--- config.mk ---
export PLATFORM = sky130hd
export DESIGN_NAME = memory_stage
export DESIGN_NICKNAME = d
export VERILOG_FILES = /design/src/rtl/memory_pkg.sv /design/src/rtl/ex_mem_reg.sv /design/src/rtl/memory_stage.sv
export SDC_FILE = /design/constraint.sdc
export NUM_CORES = 1
export LEC_CHECK = 0
export BUFFER_PORTS_ARGS = -buffer_cell sky130_fd_sc_hd__buf_2
export CORE_AREA = 3 3 231 233
export CTS_CLUSTER_DIAMETER = 120
export DETAILED_ROUTE_END_ITERATION = 12
export DIE_AREA = 0 0 234 236
export PLACE_DENSITY_LB_ADDON = 0.25
export SLEW_MARGIN = 20
export SYNTH_ARGS = -nofsm -noshare
export SYNTH_HDL_FRONTEND = slang
export SYNTH_HIERARCHICAL = 1
export SYNTH_SLANG_ARGS = --single-unit
--- constraint.sdc ---
create_clock -name clk -period 3.1 [get_ports clk]
set_clock_uncertainty 0.2 [all_clocks]
set_input_delay 0.155 -clock clk [delete_from_list [all_inputs] [get_ports clk]]
set_output_delay 0.155 -clock clk [all_outputs]
set_load 0.03 [all_outputs]
--- src/rtl/memory_pkg.sv ---
// Shared widths, FSM state encoding and the EX/MEM register layout for memory_stage.
package memory_pkg;

  localparam int ADDR_W = 64;
  localparam int DATA_W = 64;
  localparam int REG_W  = 5;

  typedef enum logic [1:0] {
    IDLE = 2'd0,
    REQ  = 2'd1,
    RESP = 2'd2
  } mem_state_t;

  typedef struct packed {
    logic              valid;
    logic              reg_write;
    logic              mem_to_reg;
    logic              mem_read;
    logic              mem_write;
    logic              branch;
    logic              zero;
    logic [REG_W-1:0]  rd;
    logic [ADDR_W-1:0] pc_branch;
    logic [DATA_W-1:0] alu_result;
    logic [DATA_W-1:0] write_data;
  } ex_mem_t;

endpackage

--- src/rtl/ex_mem_reg.sv ---
// EX/MEM pipeline register: loads the execute bundle when enabled, clears on reset.
module ex_mem_reg
  import memory_pkg::*;
(
  input  logic    clk,
  input  logic    rst_n,
  input  logic    en,
  input  ex_mem_t d,
  output ex_mem_t q
);

  // NOTE: sequential state uses non-blocking assignments so every register
  // samples its inputs from before the edge, independent of block ordering.
  always_ff @(posedge clk or negedge rst_n) begin
    if (!rst_n) begin
      q <= '0;
    end else if (en) begin
      q <= d;
    end
  end

endmodule

--- src/rtl/memory_stage.sv ---
// Memory pipeline stage: EX/MEM register, req/ack data-memory access FSM, branch resolve.
// Optional build macro MEM_TIMEOUT_EN adds an access timeout with a sticky fault flag.
module memory_stage #(
  parameter int ADDR_W         = memory_pkg::ADDR_W,
  parameter int DATA_W         = memory_pkg::DATA_W,
  parameter int TIMEOUT_CYCLES = 16
) (
  input  logic              clk,
  input  logic              reset,
  input  logic              valid_E,
  input  logic              RegWrite_E,
  input  logic              MemtoReg_E,
  input  logic              MemRead_E,
  input  logic              MemWrite_E,
  input  logic              Branch_E,
  input  logic [4:0]        rd_E,
  input  logic [ADDR_W-1:0] PCBranch_E,
  input  logic [DATA_W-1:0] aluResult_E,
  input  logic [DATA_W-1:0] writeData_E,
  input  logic              zero_E,
  output logic              stall_M,
  output logic              PCSrc_M,
  output logic [ADDR_W-1:0] PCBranch_M,
  output logic              valid_M,
  output logic              RegWrite_M,
  output logic              MemtoReg_M,
  output logic [4:0]        rd_M,
  output logic [DATA_W-1:0] aluResult_M,
  output logic [DATA_W-1:0] readData_M,
  output logic              mem_fault_M,
  output logic              dmem_req,
  output logic              dmem_we,
  output logic [ADDR_W-1:0] dmem_addr,
  output logic [DATA_W-1:0] dmem_wdata,
  input  logic [DATA_W-1:0] dmem_rdata,
  input  logic              dmem_ack
);
  import memory_pkg::*;

  // The registered bundle has fixed package widths; reject mismatched overrides.
  if (ADDR_W != memory_pkg::ADDR_W || DATA_W != memory_pkg::DATA_W || TIMEOUT_CYCLES < 1)
  begin : g_bad_cfg
    $error("memory_stage: unsupported parameter combination");
  end

  ex_mem_t           ex_d, ex_q;
  mem_state_t        state_q, state_d;
  logic              stall;
  logic              is_load;
  logic              timeout;
  logic [DATA_W-1:0] read_data_q;
  logic              fault_q;

  assign stall   = (state_q == REQ);
  assign is_load = ex_q.mem_read & ~ex_q.mem_write;

  // Bubbles enter the register with every control bit cleared.
  always_comb begin
    ex_d            = '0;
    ex_d.valid      = valid_E;
    ex_d.reg_write  = valid_E & RegWrite_E;
    ex_d.mem_to_reg = valid_E & MemtoReg_E;
    ex_d.mem_read   = valid_E & MemRead_E;
    ex_d.mem_write  = valid_E & MemWrite_E;
    ex_d.branch     = valid_E & Branch_E;
    ex_d.zero       = zero_E;
    ex_d.rd         = rd_E;
    ex_d.pc_branch  = PCBranch_E;
    ex_d.alu_result = aluResult_E;
    ex_d.write_data = writeData_E;
  end

  ex_mem_reg u_ex_mem (
    .clk   (clk),
    .rst_n (reset),
    .en    (~stall),
    .d     (ex_d),
    .q     (ex_q)
  );

`ifdef MEM_TIMEOUT_EN
  localparam int CNT_W = ($clog2(TIMEOUT_CYCLES) > 0) ? $clog2(TIMEOUT_CYCLES) : 1;
  localparam logic [CNT_W-1:0] CNT_LAST = CNT_W'(TIMEOUT_CYCLES - 1);

  logic [CNT_W-1:0] wait_cnt_q;

  // Held at zero outside REQ so every access starts counting from zero.
  always_ff @(posedge clk or negedge reset) begin
    if (!reset) begin
      wait_cnt_q <= '0;
    end else if (!stall) begin
      wait_cnt_q <= '0;
    end else if (!dmem_ack) begin
      wait_cnt_q <= wait_cnt_q + 1'b1;
    end
  end

  assign timeout = stall & ~dmem_ack & (wait_cnt_q == CNT_LAST);
`else
  assign timeout = 1'b0;
`endif

  // NOTE: next-state gets a default before the case so no path leaves it
  // unassigned, which would otherwise infer a latch.
  always_comb begin
    state_d = state_q;
    case (state_q)
      REQ:     if (dmem_ack || timeout) state_d = RESP;
      default: state_d = (valid_E & (MemRead_E | MemWrite_E)) ? REQ : IDLE;
    endcase
  end

  always_ff @(posedge clk or negedge reset) begin
    if (!reset) begin
      state_q <= IDLE;
    end else begin
      state_q <= state_d;
    end
  end

  // Ack beats timeout on the same cycle; a timed-out load returns zero.
  always_ff @(posedge clk or negedge reset) begin
    if (!reset) begin
      read_data_q <= '0;
      fault_q     <= 1'b0;
    end else if (stall) begin
      if (dmem_ack) begin
        if (is_load) read_data_q <= dmem_rdata;
      end else if (timeout) begin
        fault_q <= 1'b1;
        if (is_load) read_data_q <= '0;
      end
    end
  end

  assign stall_M     = stall;
  assign valid_M     = ex_q.valid & ~stall;
  assign PCSrc_M     = ex_q.valid & ex_q.branch & ex_q.zero;
  assign PCBranch_M  = ex_q.pc_branch;
  assign RegWrite_M  = ex_q.reg_write;
  assign MemtoReg_M  = ex_q.mem_to_reg;
  assign rd_M        = ex_q.rd;
  assign aluResult_M = ex_q.alu_result;
  assign readData_M  = read_data_q;
  assign mem_fault_M = fault_q;

  assign dmem_req    = stall;
  assign dmem_we     = stall & ex_q.mem_write;
  assign dmem_addr   = stall ? ex_q.alu_result : '0;
  assign dmem_wdata  = stall ? ex_q.write_data : '0;

endmodule

Word level (Yosys, flattened, before mapping). Index checks and enable logic that the tools add are counted.

$add $sub $neg: 0. Multiply operators: 0. Div/mod/pow operators: 0. Order comparisons: 0. Equality and inequality tests: 2. Shift operators: 0. Mux-type cells: 5. Bitwise logic cells: 14. Reductions and logical operators: 1.

Operators by type and width (count): $mux 64 (2); $and 1x1->1 (11); $mux 2 (2); $reduce_and 3->1 (1); $eq 2x1->1 const B (1); $ne 2x2->1 const B (1); $not 1->1 (2); $mux 1 (1); $or 1x1->1 (1).

Flip-flop bits (word level): 270. Latch bits: 0. Memory bits (writable): 0. Bits in read-only memories: 0. Input port bits: 271. Output and inout bits: 333. Logic and storage cells: 35. Memories: 0.

Depth between registers and ports, before layout. Gate-level depths: netlist of the first run.

Depth after elaboration: 4. Depth in mapped cells: 7. Mapped depth without buffers: 3.

Modules after synthesis. Netlist of the first run, hierarchy kept.

Modules (own cells, without submodules): ex_mem_reg (instances 1, cells an instance 431, area an instance 8236.6 um^2, sequential area each 5104.9 um^2); memory_stage (instances 1, cells an instance 296, area an instance 3706.1 um^2, sequential area each 1651.6 um^2).

Least setup slack after synthesis of the first run. OpenSTA, ideal clock, no wires.

Path type: flip-flop to flip-flop. Start: register state_q[1]. End: register u_ex_mem/q[0] in the netlist's numbering. Library setup time: 125 ps. Arrival time: 1598 ps. Required time: 2775 ps. Path slack: 1177 ps. Stages on the path, launching flop included: 8. Buffers on the path: 4. Clock period less this slack: 1923 ps. Path through: dfrtp_1 -> nor2b_4 -> clkbuf_1 -> inv_1 -> buf_6 -> buf_6 -> buf_6 -> mux2_4.

Longest elaborated chain between the ends: 1.

RTL lines: start, declared (RTL line memory_stage.sv:47) `mem_state_t state_q, state_d;`; start signal, assigned (RTL line memory_stage.sv:117) `state_q <= state_d;`; $eq 2x1->1 (RTL line memory_stage.sv:54) `assign stall = (state_q == REQ);`; end signal, assigned (RTL line ex_mem_reg.sv:16) `q <= '0;`; end signal, assigned (RTL line ex_mem_reg.sv:18) `q <= d;`; end, declared (RTL line ex_mem_reg.sv:9) `output ex_mem_t q`.

Every way passes these cells. A chain may end at the register's enable or synchronous reset.

Final worst setup path of the first run.
Start: register state_q[1]. End: output dmem_we.

Longest elaborated chain between the ends: 2.

RTL lines: $eq 2x1->1 (RTL line memory_stage.sv:54); $and 1x1->1 (RTL line memory_stage.sv:148) `assign dmem_we = stall & ex_q.mem_write;`; end, declared (RTL line memory_stage.sv:32) `output logic dmem_we,`.

Every way passes these cells.

==> run_results.csv, run 1 <==
group,metric,value,unit
synthesis,syn_area,11900,um^2
grt,grt_pass1_wl,58400,um
grt,grt-ovfl-total,0,
final_layout,final_core_util,0.379,
sta,fin_setup_tns,0,ps
final_layout,drive_gt1_frac,0.573,
final_layout,area_growth,63.1,%
place,io_buffer_count,602,
final_layout,nets,1887,
final_layout,antennaDiodeCount,0,
sta,finalSetupViolations,0,
critical_path,crit_cells,4,
route,ant_nets,0,
synthesis,synthTopCellsByArea,"dfrtp_1 (57%), mux2_4 (28%), and2_1 (7.1%)",
critical_path,reg2reg_depth,4,
synthesis,synth_fp_nets,998,
critical_path,crit_path_cell_trace,"nor2b_4 > buf_12 > and2_1 > buf_2",
synthesis,yosys_register_bits,270,
route,drt-total-wl,38500,um
critical_path,worstPathArrival,2100,ps
critical_path,worstPathRequired,2740,ps
grt,grt_max_degree,133,
synthesis,yosys.area.top_type,"dfrtp_1",
critical_path,cpMaxStageDelayCell,"dfrtp_1",
route,vias,9153,
route,remaining_drc_errors,0,
grt,antenna_found_initial,1,
critical_path,cp_num_buf_inv,2,
synthesis,avgSynthCellArea,16.4,um^2
floorplanning,core,51400,um^2
clock_network,clk_latency,530,ps
route,wire_per_inst,16.6,um
floorplanning,initial_core_util,0.232,
clock_network,cts_tree,"done",
synthesis,ys_seq_area_frac,0.566,
place,place_congestion,0.794,
sta,grt_setup_unrepaired,"false",
sta,fin_crit,2460,ps
synthesis,synth_cell_type_count,17,
pwr,p_leak,0.00988,uW
grt,track_usage,0.134,
synthesis,synth_cells,727,
floorplanning,die_h,236,um
pwr,vdd_drop_max,0.569,mV
sta,drv_slew,0,
critical_path,worstReg2RegEnd,"readData_M[29]",
critical_path,r2r_slack,910,ps
sta,worst_slew_pin_slew,939,ps
critical_path,cp_top_family,"buffers and inverters",
critical_path,critPathLaunchType,"register",
grt,grt_pass1_vias,10300,
final_layout,layout_commonest_cell,"buf_2",
clock_network,cts_inserted_buffers,35,
min_path,worstHoldPathType,"in -> async",
flow_run,drv_cap,0,
route,viasPerCell,3.95,
critical_path,crit_type,"reg -> out",
clock_network,cts.sinks,270,
floorplanning,dieArea,55200,um^2
clock_network,cts_buffer_depth,3,
pwr,power,19900,uW
sta,finalCritPeriodShare,0.793,
synthesis,ys_warn_count,6,
sta,fmax,407,MHz
critical_path,critPathCaptureType,"output pin",
pwr,power_density,1020,nW/um^2
route,drt_iter0_markers,217,
clock_network,clock-root-buffer,"clkbuf_16",
clock_network,path_clk_slew,70,ps
place,hpwl,26300,um
floorplanning,row_count,83,
clock_network,h-tree-depth,2,
sta,relSlewSlack,0.374,
final_layout,fillers,4923,
final_layout,layout_common_cells,"buf_2 (601), dlygate4sd3_1 (275), dfrtp_1 (270)",
route,dr.pass1.iters,4,
sta,hold_viol_final,0,
critical_path,r2r_start,"state_q[1]",
floorplanning,fp.dieW,234,um
critical_path,slowest_delay,400,ps
floorplanning,ios,604,
synthesis,yosys.area.top_type_share,0.566,
run_status,status,"finished, final reports clean",
critical_path,crit_fanout,132,
-- cell usage after synthesis (all sizes together) --
library cell  number
conb               1
and4b              1
and3               1
inv                1
and2             136
nor2b              1
mux2             268
clkbuf            14
nor2               1
a21oi              1
dfrtp            270
buf               32
-- power breakdown --
part           total [uW]  internal (uW)  switching, uW
clock network        3870           2330           1540
logic               10100           4110           5990
registers            5920           5000            919
total               19900          11400           8460
-- per-stage QoR --
step	hold WS [ps]	cells	worst slack [ps]	instance area, um^2
floorplan	-341	727	1180	11900
global placement	120	1984	933	15600
detailed placement	131	1984	911	15600
CTS	139	2316	486	19500
global route	165	2316	470	19500
finish	74.1	2316	643	19500
-- logic make-up (layout without fill, tap and decap cells) --
group,after synthesis,count (layout),share of synthesized area
mux,268,268,0.322
simple gates,140,140,0.0744
buf+inv,47,956,0.0373
flops,270,270,0.566
other cells,1,1,0.000314
compound gates,1,1,0.000419
-- sequential cells by signal (all words and copies together), names as in the netlist --
| signal | cells |
|---|---|
| readData_M | 64 |
| state_q | 2 |
| u_ex_mem/q | 204 |
-- how the worst max path moves through the flow --
stage | from | slack, ps | to
2_1_floorplan | state_q[1] | 1180 | u_ex_mem/q[0]
3_3_place_gp | state_q[1] | 930 | readData_M[5]
3_5_place_dp | state_q[1] | 910 | readData_M[5]
4_1_cts | state_q[1] | 490 | dmem_we
5_1_grt | state_q[1] | 470 | dmem_we
6_report | state_q[1] | 640 | dmem_we
-- timing repair --
action | CTS | global route
endpoints found under the hold margin | 359 | 0
resized for setup | 0 | 0
hold buffers | 275 | 0
buffers inserted | 0 | 0
setup endpoints to repair | 0 | 0
-- routing by layer --
metal	global-route usage	routed length, um	part of all wire	vias to the layer above
li1	-	-	-	4240
met1	0.153	15000	0.39	4484
met2	0.241	19800	0.51	357
met3	0.0353	2600	0.068	70
met4	0.0441	1070	0.028	2
met5	0	13	0.00034	-
-- final cells by class --
cell class | instances | area (um^2) | area share
sequential | 270 | 6760 | 0.347
timing repair buffer | 898 | 6030 | 0.310
multi-input combinational | 410 | 4740 | 0.243
clock buffer | 51 | 1010 | 0.0517
tap | 680 | 851 | 0.0437
clock inverter | 6 | 75.1 | 0.00385
inverter | 1 | 11.3 | 0.000578
Power figures use the tool's default switching activity.
==> run 2, diff against run 1 <==
ABC_AREA = 1   (was unset)
CORE_AREA = 3 3 234 236   (was 3 3 231 233)
DIE_AREA = 0 0 237 239   (was 0 0 234 236)
clock period = 2.5 ns   (was 3.1 ns; I/O delays follow)
==> run_results.csv, run 2 <==
group,metric,value,unit
clock_network,cts_buffer_depth,3,
flow_run,drv_cap,0,
pwr,power_density,1300,nW/um^2
sta,drv_slew,0,
critical_path,crit_type,"reg -> out",
synthesis,synthFlopType,"dfrtp_1",
final_layout,fillers,5425,
min_path,worstHoldPathType,"in -> async",
grt,antenna_found_initial,1,
grt,grt-ovfl-total,0,
clock_network,path_clk_slew,60,ps
clock_network,cts_setup_buffers,0,
clock_network,clk_latency,520,ps
synthesis,synth_fp_nets,1772,
final_layout,area_growth,64.6,%
floorplanning,ios,604,
grt,grt_pass1_wl,68300,um
floorplanning,die_h,239,um
critical_path,cpMaxStageDelayCell,"dfrtp_1",
grt,grt_max_degree,83,
place,hpwl,30900,um
critical_path,cp_num_buf_inv,3,
synthesis,yosys.area.top_type_share,0.568,
route,drt-total-wl,44000,um
grt,track_usage,0.149,
final_layout,drive_gt1_frac,0.293,
synthesis,ys_seq_area_frac,0.568,
final_layout,nets,2632,
synthesis,syn_area,11900,um^2
critical_path,r2r_slack,730,ps
final_layout,top_register,"u_ex_mem/q",
route,drt_iter0_markers,560,
synthesis,avgSynthCellArea,7.93,um^2
route,remaining_drc_errors,0,
critical_path,worstPathArrival,1970,ps
clock_network,cts_tree,"done",
critical_path,crit_fanout,24,
synthesis,synthTopCellsByArea,"dfrtp_1 (57%), nand2_1 (24%), inv_1 (6.4%)",
place,place_congestion,0.818,
route,viasPerCell,3.97,
synthesis,synth.most_common_cell,"nand2_1",
critical_path,critPathLaunchType,"register",
clock_network,cts.sinks,270,
sta,fmax,435,MHz
synthesis,yosys_register_bits,270,
critical_path,r2r_start,"state_q[0]",
pwr,vdd_drop_max,0.719,mV
floorplanning,core,52700,um^2
sta,fin_crit,2300,ps
critical_path,critPathCaptureType,"output pin",
route,ant_nets,0,
sta,whs,54.2,ps
critical_path,worstPathRequired,2170,ps
sta,finalCritPeriodShare,0.919,
grt,grt_pass1_vias,12700,
synthesis,synth_cell_type_count,16,
final_layout,layout_commonest_cell,"nand2_1",
floorplanning,fp.dieW,237,um
critical_path,cp_top_family,"buffers and inverters",
route,wire_per_inst,14.3,um
final_layout,largest_reg_flops,204,
final_layout,seq_area,6760,um^2
run_status,status,"finished, final reports clean",
route,dr.pass1.iters,4,
critical_path,worstReg2RegEnd,"u_ex_mem/q[120]",
synthesis,synth_common_cells,"nand2_1 (747), dfrtp_1 (270), inv_1 (202)",
sta,hold_viol_final,0,
clock_network,h-tree-depth,2,
floorplanning,initial_core_util,0.226,
synthesis,ys_warn_count,6,
synthesis,synth_cells,1501,
route,vias,12200,
final_layout,layout_common_cells,"nand2_1 (745), buf_2 (600), dlygate4sd3_1 (270), dfrtp_1 (270), inv_1 (201)",
sta,finalSetupViolations,0,
critical_path,reg2reg_depth,5,
floorplanning,dieArea,56600,um^2
synthesis,async_flop_share,1.00,
clock_network,clock-root-buffer,"clkbuf_16",
critical_path,slowest_delay,450,ps
sta,fin_setup_tns,0,ps
place,io_buffer_count,602,
final_layout,antennaDiodeCount,0,
critical_path,crit_path_cell_trace,"nand2_8 > buf_12 > buf_4 > nor2_1 > buf_2",
synthesis,synth-edff-count,0,
pwr,p_leak,0.0112,uW
clock_network,cts_inserted_buffers,34,
final_layout,multi_input_area,3830,um^2
floorplanning,row_count,84,
synthesis,yosys.area.top_type,"dfrtp_1",
sta,grt_setup_unrepaired,"false",
final_layout,final_core_util,0.372,
-- run 2: cell types whose count changed after synthesis, moves of 7 or more --
cell / previous run / this run
o21bai_1: 0 / 64
inv_1: 1 / 202
mux2_2: 44 / 0
nor2_1: 1 / 131
nand2_1: 0 / 747
buf_4: 2 / 12
clkbuf_1: 14 / 4
and2_1: 136 / 0
buf_2: 4 / 40
mux2_4: 220 / 0
buf_12: 7 / 0
-- run 2: final cells by class --
cell class              instances  area share
well taps                     688      0.0439
inverters                     203      0.0391
flip-flops and latches        270       0.345
repair buffers                905       0.313
clock buffers                  52      0.0557
multi-input cells             947       0.196
clock inverters                10     0.00792
-- run 2: power by group --
group / internal [uW] / switching (uW) / total, uW
sequential: 6330 / 1240 / 7580
clock: 3420 / 1920 / 5350
combinational: 3660 / 8920 / 12600
-- run 2: worst reg2reg max path: cells and delay by family (launching register included) --
kind	cells	cell delay, ps
buffers and inverters	2	660
flip-flops	1	450
AND/OR/NAND/NOR	3	380
-- run 2: cells by family (layout without fill, tap and decap cells) --
family	count (synthesis)	in the layout	share of synthesized area
buffers and inverters	284	1170	0.112
DFF	270	270	0.568
AOI/OAI and AO/OA	65	65	0.0408
other	1	1	0.000315
and+or+nand+nor	881	881	0.279
-- run 2: stage by stage --
stage          cell area (um^2)  worst slack (ps)  total power [uW]  std cells
2_1_floorplan             11900               803             15900       1501
3_3_place_gp              15600               617             19800       2742
3_5_place_dp              15600               621             20000       2742
4_1_cts                   19600              27.6             25900       3075
5_1_grt                   19600              50.8             27200       3075
6_report                  19600               202             25500       3075
-- run 2: layer usage --
layer / up-vias / global-route usage / share of wire
met1: 5677 / 0.179 / 0.41
li1: 6066 / - / -
met5: - / 0 / 0.00018
met4: 2 / 0.0520 / 0.029
met2: 384 / 0.264 / 0.51
met3: 81 / 0.0299 / 0.053
-- run 2: what timing repair did --
item / CTS / global route
hold buffers: 271 / 0
resized for setup: 0 / 3
setup endpoints to repair: 0 / 21
endpoints found under the hold margin: 539 / 0
-- run 2: worst max path at each step --
stage               startpoint              end  slack, ps  depth (start not counted)
floorplan           state_q[0]  u_ex_mem/q[100]        800                          8
global placement    state_q[1]   dmem_wdata[51]        620                          6
detailed placement  state_q[1]   dmem_wdata[37]        620                          6
CTS                 state_q[1]   dmem_wdata[51]         30                          6
global route        state_q[0]   dmem_wdata[48]         50                          5
finish              state_q[0]   dmem_wdata[37]        200                          5
